### config.mk
export PLATFORM = sky130hd
export DESIGN_NAME = iter_mul_ctrl
export DESIGN_NICKNAME = d
export VERILOG_FILES = /design/src/rtl/iter_mul_ctrl.sv
export SDC_FILE = /design/constraint.sdc
export NUM_CORES = 1
export LEC_CHECK = 0
export BUFFER_PORTS_ARGS = -buffer_cell sky130_fd_sc_hd__buf_2
export CAP_MARGIN = 20
export CORE_UTILIZATION = 56
export CTS_CLUSTER_SIZE = 28
export DETAILED_ROUTE_END_ITERATION = 6
export PLACE_DENSITY = 0.88
export SYNTH_ARGS = -nofsm -noshare
export SYNTH_HDL_FRONTEND = slang
export SYNTH_SLANG_ARGS = --single-unit
export TNS_END_PERCENT = 20
### constraint.sdc
create_clock -name clk -period 7.33 [get_ports clk]
set_input_delay 0.733 -clock clk [delete_from_list [all_inputs] [get_ports clk]]
set_output_delay 0.733 -clock clk [all_outputs]
set_load 0.02 [all_outputs]
### src/rtl/iter_mul_ctrl.sv
// iter_mul_ctrl: iterative unsigned multiplier using a carry-save accumulator and one final add
// Define ITER_MUL_EARLY_TERM_EN to end compression once no set multiplier bits remain.
module iter_mul_ctrl #(
  parameter int size = 32
) (
  input  logic              clk,
  input  logic              reset,
  input  logic              start,
  input  logic              kill,
  input  logic [size-1:0]   a,
  input  logic [size-1:0]   b,
  output logic              busy,
  output logic              done,
  output logic [2*size-1:0] product
);
  localparam int CW = size > 1 ? $clog2(size) : 1;
  typedef enum logic [1:0] {IDLE, COMPRESS, RESOLVE, DONE} state_t;
  state_t            state, state_nx;
  logic [size-1:0]   a_q, b_q;
  logic [2*size-1:0] sum, carry, pp;
  logic [CW-1:0]     count;
  logic              accept, last;
  assign accept = (state == IDLE || state == DONE) && start && !kill;
  assign pp     = b_q[count] ? {{size{1'b0}}, a_q} << count : '0;
`ifdef ITER_MUL_EARLY_TERM_EN
  assign last   = count == CW'(size - 1) || ((b_q >> count) >> 1) == '0;
`else
  assign last   = count == CW'(size - 1);
`endif
  assign busy   = state == COMPRESS || state == RESOLVE;
  assign done   = state == DONE;
  always_comb begin
    state_nx = kill ? IDLE :
               accept ? COMPRESS :
               state == COMPRESS ? (last ? RESOLVE : COMPRESS) :
               state == RESOLVE ? DONE : IDLE;
  end
  always_ff @(posedge clk or posedge reset) begin
    if (reset) state <= IDLE;
    else       state <= state_nx;
  end
  // sum/carry form a redundant accumulator; only RESOLVE pays for carry propagation
  always_ff @(posedge clk or posedge reset) begin
    if (reset) begin
      a_q     <= '0;
      b_q     <= '0;
      sum     <= '0;
      carry   <= '0;
      count   <= '0;
      product <= '0;
    end else begin
      if (accept) begin
        a_q   <= a;
        b_q   <= b;
        sum   <= '0;
        carry <= '0;
        count <= '0;
      end else if (state == COMPRESS && !kill) begin
        sum   <= sum ^ carry ^ pp;
        carry <= ((sum & carry) | (sum & pp) | (carry & pp)) << 1;
        count <= count + 1'b1;
      end
      if (state == RESOLVE && !kill) product <= sum + carry;
    end
  end
endmodule

# Yosys cells after proc, flatten, opt, wreduce, memory -nomap -nowiden
# Cells that the tools add are included.
[totals] ff_bits=263 input_bits=68 output_inout_bits=66
[op_classes] addsub=2 magnitude_cmp=1 n_eq_ne=4 shift=1 muxes=14 bitwise=7 reduce_logical=9
[op_table] operator="$mux W64" n=5
[op_table] operator="$and A63 B63 Y63" n=3
[op_table] operator="$xor A64 B64 Y64" n=2
[op_table] operator="$or A63 B63 Y63" n=2
[op_table] operator="$add A64 B64 Y64" n=1
[op_table] operator="$shl A32 B5 Y64" n=1
[op_table] operator="$mux W2" n=5
[op_table] operator="$mux W5" n=2
[op_table] operator="$lt A5 B6 Y1 const B" n=1
[op_table] operator="$add A5 B1 Y5 const B" n=1
[op_table] operator="$bmux W1 S5" n=1
[op_table] operator="$eq A5 B5 Y1 const B" n=1
[op_table] operator="$eq A2 B2 Y1 const B" n=2
[op_table] operator="$logic_and A1 B1 Y1" n=4
[op_table] operator="$eq A2 B1 Y1 const B" n=1
[op_table] operator="$logic_not A2 Y1" n=1
[op_table] operator="$logic_or A1 B1 Y1" n=2
[op_table] operator="$reduce_bool A2 Y1" n=1
[op_table] operator="$logic_not A1 Y1" n=1
[op_table] operator="$mux W1" n=1

# Logic depth before layout (Yosys ltp)
# Gate-level depths: netlist (run 1).
[depth] depth_word=8 ltp_mapped=13 ltp_nobuf=12

# Least setup slack after synthesis (run 1)
# OpenSTA, ideal clock, no wires.
[synth_path] kind="register to register" start="register count[0]" end="register sum[38]" setup_time_ns=0.094 t_arrival_ns=2.912 t_required_ns=7.236 setup_slack_ns=4.324 path_stages_with_launch=11 path_buffers=3 period_less_slack_ns=3.006 path_cell_list="dfrtp_1 -> buf_2 -> buf_2 -> mux4_2 -> a211oi_1 -> a211oi_2 -> or2_4 -> buf_6 -> o211ai_1 -> fa_1 -> a211oi_1"
[synth_via] elab_chain_len=6
[synth_lines] element="start, declared" line_no="21" source="logic [CW-1:0] count;"
[synth_lines] element="start signal, assigned" line_no="61" source="count <= count + 1'b1;"
[synth_lines] element="$bmux W1 S5" line_no="24" source="assign pp = b_q[count] ? {{size{1'b0}}, a_q} << count : '0;"
[synth_lines] element="$mux W1 (implied by the code)" line_no="24"
[synth_lines] element="$mux W64 (*)" line_no="24"
[synth_lines] element="$xor A64 B64 Y64 (*)" line_no="59" source="sum <= sum ^ carry ^ pp;"
[synth_lines] element="$mux W64 (*)" line_no="58" source="end else if (state == COMPRESS && !kill) begin"
[synth_lines] element="$mux W64 (*)" line_no="52" source="if (accept) begin"
[synth_lines] element="end signal, assigned" line_no="59"
[synth_lines] element="end, declared" line_no="20" source="logic [2*size-1:0] sum, carry, pp;"
# Mark *: on every way between the ends. The rest lies on a longest branch, timed or not. The select of a mux whose other input is x is not followed.
# A chain may end at the register's enable or synchronous reset.

# Worst setup path in the final report (run 1)
[layout_path] start="register count[2]" end="register sum[40]"
# The elaborated chain is that of the path after synthesis.

==> impl.org, run 1 <==
** Clock network
- CTS placed an instance of sky130_fd_sc_hd__clkbuf_16 at the clock tree root.
- Number of clock buffers inserted by TritonCTS :: 28
- Buffers inserted to repair hold after CTS numbered 0.
- Number of buffers on the longest clock path :: 3
- Clock latency on the worst-skew pair, taken at its later pin, is 0.57 ns.
- CTS resizes :: 0
- CTS built an H-tree with a depth of 1.
- TritonCTS built the clock tree.
- Counting every sink on the clock net gives 262.
- Clk slew on worst S/H paths :: 0.07 ns
- Post-CTS Setup Repair Bufs :: 0

** Worst setup path
- Required arrival time at the worst endpoint :: 7.77 ns
- The worst register-to-register path begins at count[2]$_DFFE_PP0P_.
- In this run the worst path has a maximum fanout of 48.
- Count of cells along the worst register-to-register path :: 7
- Critical path arrival :: 4.17 ns
- The signal on the critical path passes through inv_1 > mux2i_1 > a211oi_2 > or2_4 > o21ai_1 > fa_1 > a211oi_1.
- The slowest stage of the critical path is the sky130_fd_sc_hd__dfrtp_2 cell.
- The worst setup path is launched from a flop.
- Setup Crit Path Kind :: reg -> reg
- Type of element capturing the critical path :: flop
- R2R Path End :: sum[40]$_DFFE_PP0P_
- In this run the register-to-register setup slack is 3.60 ns.
- Largest stage delay on the critical path :: 1.01 ns

** Floorplan
- Die width :: 179 um
- Standard-cell rows :: 64
- For this configuration, the core starts out at a cell density of 57.1%.
- In this run the count of I/O pins placed on the die edge is 134.
- The die covers 32000 um^2.
- The core region is 30700 um^2.
- From bottom edge to top edge, the die measures 179 um.

** Timing
- At the pin with the least slew margin, the transition time is 0.991 ns.
- Crit path setup slack, layout :: 3.60 ns
- The worst pin sits at a relative slew slack of 33.9%.
- Hold violation total from the final report :: 0
- Setup violations remaining at the end of the flow were counted as 0.
- Setup total negative slack on the finished layout was measured at 0 ns.
- Highest Clock Rate :: 268 MHz
- Post-route fraction of the period consumed by the critical path :: 50.9%
- Final Max Tran Viols :: 0
- RSZ-0062 raised after global routing :: no
- Final Critical Period :: 3.73 ns
- Hold Worst Slack :: 0.359 ns
- On the final layout, the worst clock skew is 0.0175 ns.

** Route
- After detailed routing, the total wire length is 45.3 mm.
- The detailed router finished its first iteration with 1463 violations.
- Summing over every cut layer, the via total after detailed routing is 14500.
- The detail route stage leaves a number of antenna-violating nets equal to 0.
- Average detailed-routed wire length per instance :: 19.0 um
- Post-detailed-route via-to-cell ratio :: 6.07
- Before antenna repair, the detailed router went through 6 iterations.
- In the routed design, unresolved DRC markers number 0.

** Final layout
- Relative to the synthesized area, the layout overhead comes to 10.1%.
- The repair_antennas step left the layout with diodes totalling 0.
- Leaving out fill and tap cells, the most frequent cells in the layout are sky130_fd_sc_hd__nand2_1 (290), sky130_fd_sc_hd__dfrtp_1 (259), sky130_fd_sc_hd__o21ai_0 (190), sky130_fd_sc_hd__inv_1 (158), sky130_fd_sc_hd__buf_2 (133).
- Summing all non-filler instances in the final layout gives an area of 19300 um^2.
- For this run, the post-layout net count is 2164.
- Commonest non-fill, non-tap cell in the layout :: sky130_fd_sc_hd__nand2_1
- In the final layout, the share of cells above drive strength 1 is 16.9%.

** Synth
- Synth Instances :: 1900
- Net count after synthesis :: 2099
- Summing the sequential cell areas from Yosys gives 37.5% of the chip area.
- Synthesis instantiated 74 different standard cells from the library.
- Number of storage elements in the synthesis netlist :: 262
- In this run the cell area of the synthesized design comes to 17500 um^2.
- Synth Flop Type :: sky130_fd_sc_hd__dfrtp_1
- Avg Cell Area, Syn :: 9.21 um^2
- Yosys printed 0 warnings.
- EDFF count, synth :: 0
- Synth async-reset ratio :: 100%

** Run status
- Result of the run :: finished, final reports clean

** Global route
- Global routing used 28.9% of the available tracks.
- Global-route wire length before repair :: 73.0 mm
- Number of global-route vias before repair :: 13900
- The number of antenna violations at the first check in global routing was 1.
- Entering global routing, the biggest net connects 102 pins.
- For this run the aggregate overflow at the end of global routing stands at 0.

** Place
- The HPWL after detailed placement is 33.2 mm.
- Instance area after placement :: 18400 um^2
- Final GP Congestion :: 0.932
- Prior to clock tree synthesis, the placed netlist has a worst setup slack of 3.74 ns.
- Number of input and output port buffers inserted :: 133

** Pwr
- Switching power of the nets :: 0.00293 W
- Clock share of power :: 20.9%
- Combinational logic is responsible for 46.2% of the overall power.
- IR analysis of the VDD net gives a maximum drop of 242 uV.
- Power per cell area :: 356 nW/um^2
- Static leakage :: 8.17 nW
- Switching power as a share of total power :: 42.6%
- The design draws 0.00687 W.
- Power share of the sequential group :: 32.9%
- Cell internal power was estimated by the tool at 0.00394 W.

** Flow run
- The tool flagged a number of max-cap violations equal to 0.

** Min path
- The min-delay analysis places its worst path in the category in -> async.
## kinds of logic after synthesis
group           after synthesis  share of synthesized area (%)
compound gates              493                           17.5
simple gates                546                           13.7
flops                       262                           37.5
fa+ha+maj                   131                           12.1
mux                         145                           10.7
xor+xnor                     51                           2.55
buf+inv                     272                           6.03
## registers in the layout, indices dropped and copies added (netlist names)
name,flops
count,5
product,64
b_q,32
state,2
sum,64
carry,63
a_q,32
## per-stage QoR
step           std cells  util, %
3_5_place_dp        2331     59.8
2_1_floorplan       1900        -
4_1_cts             2381     62.8
5_1_grt             2381     62.8
6_report            2381     62.8
3_3_place_gp        2331     59.8
## area by class of cell
cell class              instances  area [um^2]
multi-input cells            1366         9920
clock buffers                  38          800
inverters                     160          604
flip-flops and latches        262         6560
well taps                     396          495
repair buffers                147          771
fillers                      2484        11400
clock inverters                12          124
## routing by layer
metal	wire (um)	vias to the layer above	GRT usage, %	part of all wire, %
met5	11	-	0	0.024
met1	19600	7008	40.8	43
met3	3620	106	5.45	8.0
li1	-	6716	-	-
met4	1500	2	10.3	3.3
met2	20500	628	44.5	45
## critical path, delay by kind of cell (launching register included)
family / cells / cell delay [ns]
flip-flops: 1 / 1.01
AO/OA/AOI/OAI: 3 / 1.09
multiplexers: 1 / 0.21
buffers and inverters: 1 / 0.34
adder cells (fa/ha/maj): 1 / 0.48
AND/OR/NAND/NOR: 1 / 0.48
## synthesized netlist by cell type (7+ instances only)
cell type	n	share of area (%)
sky130_fd_sc_hd__nand2_1	291	6.2
sky130_fd_sc_hd__dfrtp_1	262	37
sky130_fd_sc_hd__o21ai_0	190	5.4
sky130_fd_sc_hd__inv_1	159	3.4
sky130_fd_sc_hd__nor2_1	103	2.2
sky130_fd_sc_hd__clkbuf_1	88	1.9
sky130_fd_sc_hd__a21oi_1	84	2.4
sky130_fd_sc_hd__mux2_2	84	5.4
sky130_fd_sc_hd__ha_1	68	4.9
sky130_fd_sc_hd__fa_1	63	7.2
sky130_fd_sc_hd__a211oi_1	46	2.0
sky130_fd_sc_hd__mux2i_1	36	2.1
sky130_fd_sc_hd__a21o_1	30	1.3
sky130_fd_sc_hd__xor2_1	30	1.5
sky130_fd_sc_hd__mux4_2	25	3.2
sky130_fd_sc_hd__nand3_1	23	0.66
sky130_fd_sc_hd__nand4_1	22	0.79
sky130_fd_sc_hd__nor3_1	21	0.60
sky130_fd_sc_hd__xnor2_1	21	1.1
sky130_fd_sc_hd__and3_1	18	0.64
sky130_fd_sc_hd__o211ai_1	17	0.73
sky130_fd_sc_hd__o21ai_1	16	0.46
sky130_fd_sc_hd__o21bai_1	16	0.69
sky130_fd_sc_hd__buf_2	15	0.43
sky130_fd_sc_hd__nand2b_1	15	0.54
sky130_fd_sc_hd__o22ai_1	15	0.54
sky130_fd_sc_hd__nor2b_1	13	0.46
sky130_fd_sc_hd__and2_1	10	0.36
sky130_fd_sc_hd__o21a_1	10	0.43
sky130_fd_sc_hd__a31oi_1	9	0.32
sky130_fd_sc_hd__buf_1	7	0.15
sky130_fd_sc_hd__o31ai_1	7	0.30
sky130_fd_sc_hd__or2_2	7	0.25
## power by group through the flow
| stage | Sequential, W | Combinational [W] | Clock (W) |
|---|---|---|---|
| after global placement | 0.00223 | 0.00297 | 0 |
| after global routing | 0.00231 | 0.00350 | 0.00151 |
| after CTS | 0.00225 | 0.00314 | 0.00145 |
| final | 0.00226 | 0.00317 | 0.00144 |
| after floorplan | 0.00227 | 0.00221 | 0 |
| after detailed placement | 0.00227 | 0.00310 | 0 |
## how the worst max path moves through the flow
stage / from / slack, ns / endpoint
CTS: count[2]$_DFFE_PP0P_ / 3.65 / sum[40]$_DFFE_PP0P_
global placement: count[2]$_DFFE_PP0P_ / 3.86 / sum[24]$_DFFE_PP0P_
finish: count[2]$_DFFE_PP0P_ / 3.60 / sum[40]$_DFFE_PP0P_
floorplan: reset / 3.14 / a_q[0]$_DFFE_PP0P_
detailed placement: count[2]$_DFFE_PP0P_ / 3.74 / sum[40]$_DFFE_PP0P_
global route: count[2]$_DFFE_PP0P_ / 3.31 / sum[40]$_DFFE_PP0P_
(Power assumes the default switching activity.)
==> run 2: changes to the inputs <==
clock period = 3.2 ns   (was 7.33 ns; I/O delays follow)
==> impl.org, run 2 (synthesized netlist as in run 1, its figures left out) <==
** Global route
- Maximum number of pins on one net before global-route repair :: 107
- For this run the aggregate overflow at the end of global routing stands at 0.
- Number of global-route vias before repair :: 14400
- The number of antenna violations at the first check in global routing was 1.
- In the global route stage, overall resource usage came out at 29.3%.
- Global-route wire length before repair :: 74.8 mm

** Clock network
- Clock-pin slew was measured on the worst setup and hold paths at 0.06 ns.
- Number of clock buffers inserted by TritonCTS :: 27
- The clock passes through at most 3 buffers.
- For the worst-skew pair, the clock arrives at the later sink with an insertion delay of 0.55 ns.
- In this run the number of H-tree levels came out at 1.
- In this run the clock root is driven by a sky130_fd_sc_hd__clkbuf_16.
- Clock sink count :: 262
- CTS tree :: built

** Route
- For this run, design rule violations remaining after detail routing come to 0.
- Count of routing violations after the opening detailed-route iteration :: 1478
- The first TritonRoute pass finished after 6 iterations.
- Via count of the routed design :: 14800
- After detailed routing, the total wire length is 45.6 mm.
- Using the TritonRoute via totals, the vias-per-cell ratio works out to 6.14.
- Once detail routing completed, the nets flagged for antenna violations numbered 0.
- In the final routed layout, each cell accounts on average for 18.9 um.

** Worst setup path
- Setup Crit Path Kind :: reg -> reg
- R2r setup slk :: 0.08 ns
- Type of element capturing the critical path :: flop
- The worst register-to-register path begins at sum[1]$_DFFE_PP0P_.
- STA puts the critical path data required time at 3.63 ns.
- The most critical setup path has its startpoint at sum[1]$_DFFE_PP0P_.
- Count of cells along the worst register-to-register path :: 12
- Kind of launch point of the worst setup path :: flop
- Maximum fanout encountered on the critical timing path :: 3
- At the worst endpoint, the arrival time is 3.55 ns.
- R2R Path End :: product[63]$_DFFE_PP0P_

** Timing
- Headroom to the max-slew limit came out at 46.8%.
- Hold violation total from the final report :: 0
- Setup violations remaining at the end of the flow were counted as 0.
- Final Critical Period :: 3.12 ns
- Between clock sinks in the finished design, the worst skew comes to 0.00938 ns.
- RSZ-0062 raised after global routing :: yes
- At the pin with the least slew margin, the transition time is 0.799 ns.
- Derived from the worst setup path, the maximum achievable clock frequency is 320 MHz.
- Final Max Tran Viols :: 0
- Crit path setup slack, layout :: 0.0787 ns
- Hold Worst Slack :: 0.00767 ns
- Post-route fraction of the period consumed by the critical path :: 97.5%

** Flow run
- The tool flagged a number of max-cap violations equal to 0.

** Min path
- Min-delay worst type :: in -> reg
- Worst hold start :: b[2]
- Along the worst hold path, the cell count comes to 2.
- Hold-critical path endpoint :: b_q[2]$_DFFE_PP0P_

** Place
- Final HPWL DP :: 32.9 mm
- During placement, the flow inserted port buffers numbering 133.
- Final GP Congestion :: 0.922
- Before CTS, the worst setup slack after placement is 0.0846 ns.

** Final layout
- Largest registers :: product: 64 flops, sum: 64 flops, carry: 63 flops
- Share of layout cells above drive strength 1 :: 17.9%
- # nets final :: 2196
- 0 antenna diodes ended up in the layout.
- Once layout is complete, the utilization of the core stands at 64.4%.
- Area delta synth->final :: 12.8%
- Commonest cells after routing, fill and taps aside :: sky130_fd_sc_hd__nand2_1 (290), sky130_fd_sc_hd__dfrtp_1 (259), sky130_fd_sc_hd__o21ai_0 (190), sky130_fd_sc_hd__inv_1 (158), sky130_fd_sc_hd__buf_2 (133)
- Commonest non-fill, non-tap cell in the layout :: sky130_fd_sc_hd__nand2_1
- The filler cells instantiated in the layout total 2337.

** Run status
- Result of the run :: finished, final reports clean

** Floorplan
- Die width :: 179 um
- In this run the standard cell core region covers 30700 um^2.
- The floorplan step set the die height to 179 um.
- Top-level I/O count :: 134
- The floorplan step defined a die boundary enclosing 32000 um^2.
- Standard-cell rows :: 64
- The initial utilization of the core area, before any placement, comes to 57.1%.

** Pwr
- For this design the static power due to leakage is 8.39 nW.
- Peak VDD IR :: 520 uV
- Dividing total power by cell area gives a power density of 814 nW/um^2.
==> run 2: changes by cell type in the layout (fill, tap and decap cells not counted), moves of 2 or more <==
cell	previous run	this run
sky130_fd_sc_hd__buf_4	14	26
sky130_fd_sc_hd__buf_12	0	10
sky130_fd_sc_hd__dlygate4sd3_1	0	10
sky130_fd_sc_hd__clkinvlp_4	5	1
sky130_fd_sc_hd__a211oi_1	46	43
sky130_fd_sc_hd__a211oi_2	2	5
sky130_fd_sc_hd__clkbuf_1	5	8
sky130_fd_sc_hd__bufinv_16	2	4
sky130_fd_sc_hd__clkbuf_8	4	6
sky130_fd_sc_hd__clkinv_2	5	3
sky130_fd_sc_hd__o21ai_1	16	14
sky130_fd_sc_hd__o21ai_2	1	3
==> run 2: power by group <==
| part | switching [W] | internal (W) |
|---|---|---|
| Combinational | 0.00453 | 0.00302 |
| Sequential | 0.000867 | 0.00429 |
| Clock | 0.00134 | 0.00201 |
==> run 2: per-layer routing <==
metal  vias up  track usage [%]  routed length, um
met2       681             45.7              20800
met1      7225             42.0              20000
met5         -                0                 15
met4         2             9.32               1330
met3       114             4.35               3500
li1       6785                -                  -
==> run 2: critical path, stage by stage (launching register included) <==
cell	delay, ns
sky130_fd_sc_hd__dfrtp_1	0.40
sky130_fd_sc_hd__ha_1	0.23
sky130_fd_sc_hd__inv_1	0.08
sky130_fd_sc_hd__fa_1	0.21
sky130_fd_sc_hd__nor2b_1	0.07
sky130_fd_sc_hd__o2111ai_1	0.41
sky130_fd_sc_hd__a21boi_2	0.14
sky130_fd_sc_hd__o211ai_2	0.27
sky130_fd_sc_hd__a31oi_4	0.16
sky130_fd_sc_hd__o21a_1	0.26
sky130_fd_sc_hd__o31a_1	0.31
sky130_fd_sc_hd__o21ai_1	0.12
sky130_fd_sc_hd__or3b_1	0.35
==> run 2: worst max-delay path by stage <==
stage                              end  slack (ns)
3_3_place_gp   product[63]$_DFFE_PP0P_        0.12
5_1_grt        product[36]$_DFFE_PP0P_       -0.02
3_5_place_dp   product[51]$_DFFE_PP0P_        0.08
4_1_cts        product[51]$_DFFE_PP0P_        0.04
6_report       product[63]$_DFFE_PP0P_        0.08
2_1_floorplan       a_q[0]$_DFFE_PP0P_       -0.58
==> run 2: what timing repair did <==
item,4_1_cts,5_1_grt
endpoints found under the hold margin,29,0
endpoints found under the setup margin,0,28
hold buffers,10,0
setup buffers,0,2
resized for setup,0,8
==> run 2: area by class of cell <==
class	instances	area [um^2]	area share [%]
clock buffer	41	788	3.99
clock inverter	8	144	0.729
inverter	160	604	3.06
multi-input combinational	1366	9960	50.5
sequential	262	6560	33.2
tap	396	495	2.51
timing repair buffer	180	1190	6.01
==> run 2: per-stage QoR <==
stage	cell area, um^2	instances	power, W	setup TNS [ns]
after floorplan	17500	1900	0.0103	-150.79
after global placement	18600	2351	0.0121	0
after detailed placement	18600	2351	0.0124	0
after CTS	19700	2410	0.0159	0
after global routing	19700	2413	0.0171	-0.0692
final	19700	2413	0.0161	0
==> run 3: changes to the inputs <==
CORE_UTILIZATION = 40   (was 56)
PLACE_DENSITY = 0.69   (was 0.88)
==> impl.org, run 3 (synthesized netlist as in run 1, its figures left out) <==
** Worst setup path
- Worst-path cell with the longest stage delay :: sky130_fd_sc_hd__dfrtp_2
- Critical Path, Cell by Cell :: buf_12 > mux2_2 > o21ai_0 > o21ai_0 > o21ai_0 > nor2_1 > o21ai_1 > fa_1 > o21ai_0
- The critical path ends at sum[28]$_DFFE_PP0P_.
- Worst r2r src :: count[0]$_DFFE_PP0P_
- Count of buffer and inverter cells on the critical path :: 1
- Type of element capturing the critical path :: flop
- The critical path is of the reg -> reg type.
- Kind of launch point of the worst setup path :: flop
- In this run the number of cells on the critical path is 9.
- In this design, the stage delay of the slowest critical-path cell is 0.51 ns.
- The setup check on the worst reg-to-reg path leaves a slack of 0.10 ns.
- Of all nets on the critical path, the largest fanout is 46.
- R2R Path End :: sum[28]$_DFFE_PP0P_
- Critical path arrival :: 3.57 ns
- The cell that appears most often on the critical path is sky130_fd_sc_hd__o21ai_0.
- Crit path max-delay family :: compound AO/OA/AOI/OAI gates
- The worst register-to-register path has a depth of 9.
- At the worst endpoint, the required time is 3.67 ns.
- Tracing the worst setup path back leads to its startpoint at count[0]$_DFFE_PP0P_.

** Place
- Number of input and output port buffers inserted :: 133
- Instance area after placement :: 18900 um^2
- Pre-CTS WS :: 0.0771 ns
- Final HPWL DP :: 35.2 mm
- Final GP Congestion :: 0.916

** Timing
- The clock period could shrink to 3.10 ns.
- Hold violation total from the final report :: 0
- Worst Clk Skew :: 0.0266 ns
- The worst pin sits at a relative slew slack of 42.6%.
- Worst-margin pin slew :: 0.857 ns
- The number of max-slew violations in the final report came to 0.
- Highest Clock Rate :: 323 MHz
- Setup violations remaining at the end of the flow were counted as 0.
- After layout, the worst path uses 96.8% of the clock period.
- In the post-route analysis, the smallest setup slack over all paths is 0.102 ns.

** Floorplan
- Die area :: 44600 um^2
- For this configuration, the core starts out at a cell density of 40.6%.
- Pin placement for this block handled 134 I/O pins.
- Placeable core region :: 43100 um^2
- The die is 211 um wide.
- Row generation in the floorplan step produced 76 rows.
- Die extent in y :: 211 um

** Clock network
- Number of H-tree levels :: 1
- Clock Root Buffer :: sky130_fd_sc_hd__clkbuf_16
- Clk slew on worst S/H paths :: 0.06 ns
- The tree built by TritonCTS fans out to 262 sinks.
- Buffers inserted during clock tree synthesis total 29.
- Clock latency on the worst-skew pair :: 0.58 ns
- Post-CTS Setup Repair Bufs :: 0
- TritonCTS built the clock tree.
- Counting along the longest clock path gives a buffer depth of 3.

** Route
- Number of DRC violations after detailed routing :: 0
- The final route contains 14400 vias.
- Post-detailed-route via-to-cell ratio :: 5.41
- Total Routed Length :: 47.2 mm
- For this run, the detailed router's first-pass iteration total came to 7.
- In this run the remaining antenna-violating nets after routing total 0.
- Average detailed-routed wire length per instance :: 17.7 um
- Count of routing violations after the opening detailed-route iteration :: 1110

** Pwr
- Static leakage :: 8.71 nW
- Peak VDD IR :: 519 uV
- Power per cell area :: 796 nW/um^2

** Final layout
- Share of layout cells above drive strength 1 :: 18.3%
- Filler cell count :: 3967
- The largest registers in the layout are product: 64 flops, sum: 64 flops, carry: 63 flops.
- After the last flow step, the layout net total stands at 2261.
- Area delta synth->final :: 18.1%
- Antenna diode count :: 0
- Post-layout instance area :: 20700 um^2
- Commonest cells after routing, fill and taps aside :: sky130_fd_sc_hd__nand2_1 (290), sky130_fd_sc_hd__dfrtp_1 (258), sky130_fd_sc_hd__o21ai_0 (188), sky130_fd_sc_hd__inv_1 (158), sky130_fd_sc_hd__buf_2 (133)
- The library cell used most frequently in the layout, excluding fill and tap cells, is sky130_fd_sc_hd__nand2_1.

** Global route
- The first global-routing pass estimated 77.9 mm of wire.
- For this run, the total global-route usage over all layers was measured as 21.6%.
- The number of global-route vias before repair was 14400.
- Maximum number of pins on one net before global-route repair :: 108
- After global routing the overflow that remains totals 0.
- The number of antenna violations at the first check in global routing was 1.

** Flow run
- MaxCap Viol Count :: 0

** Run status
- Result of the run :: finished, final reports clean

** Min path
- The min-delay analysis places its worst path in the category in -> reg.
run 3: changes by cell type in the layout (fill, tap and decap cells not counted), sizes merged:
cell         change
clkinv           +6
inv              +1
buf              +9
clkinvlp         +1
clkbuf           -7
bufinv           +2
dlygate4sd3     +55
run 3: layer usage:
layer  routed length, um  part of all wire [%]  GRT usage, %  vias up
li1                    -                     -             -     6911
met1               22400                    48          31.6     7027
met2               21200                    45          33.7      422
met3                2480                   5.3          2.85       86
met4                1040                   2.2          5.65        2
met5                  10                 0.021             0        -
run 3: cell type report:
type                       count  area, um^2  area share [%]
clock inverter                18         254            1.23
multi-input combinational   1366        9960            48.2
tap                          585         732            3.54
inverter                     160         604            2.92
sequential                   262        6560            31.7
clock buffer                  35         798            3.86
timing repair buffer         243        1750            8.49
run 3: worst min-delay path by stage:
stage	startpoint	end	cells past startpoint
floorplan	kill	state[0]$_DFF_PP0_	1
global placement	reset	sum[6]$_DFFE_PP0P_	2
detailed placement	reset	sum[6]$_DFFE_PP0P_	2
CTS	kill	state[0]$_DFF_PP0_	2
global route	kill	state[0]$_DFF_PP0_	2
finish	kill	state[0]$_DFF_PP0_	2
run 3: what timing repair did:
action / CTS / global route
gates resized for setup: 0 / 10
hold buffers: 65 / 0
endpoints found under the hold margin: 74 / 0
endpoints found under the setup margin: 0 / 19
run 3: metrics by stage:
step                cells   TNS, ns  hold slack (ns)  util (%)  power [W]
floorplan            1900   -150.79            0.383         -     0.0103
global placement     2551         0            0.347      43.9     0.0123
detailed placement   2551         0            0.355      43.9     0.0126
CTS                  2669         0          0.00136      47.9     0.0165
global route         2669  -0.00323           0.0259      48.0     0.0176
finish               2669         0           0.0279      48.0     0.0165
run 3: report_power, final:
group          internal (W)  switching [W]  leakage (nW)
clock               0.00226        0.00145         0.523
sequential          0.00430       0.000847          3.42
combinational       0.00307        0.00454          4.77
run 3: worst reg2reg max path, cell delays in order (launching register included):
cell and delay [ns]:
sky130_fd_sc_hd__dfrtp_2 0.51, sky130_fd_sc_hd__buf_12 0.30, sky130_fd_sc_hd__mux2_2 0.40, sky130_fd_sc_hd__o21ai_0 0.27
sky130_fd_sc_hd__o21ai_0 0.18, sky130_fd_sc_hd__o21ai_0 0.36, sky130_fd_sc_hd__nor2_1 0.09, sky130_fd_sc_hd__o21ai_1 0.25
sky130_fd_sc_hd__fa_1 0.46, sky130_fd_sc_hd__o21ai_0 0.16
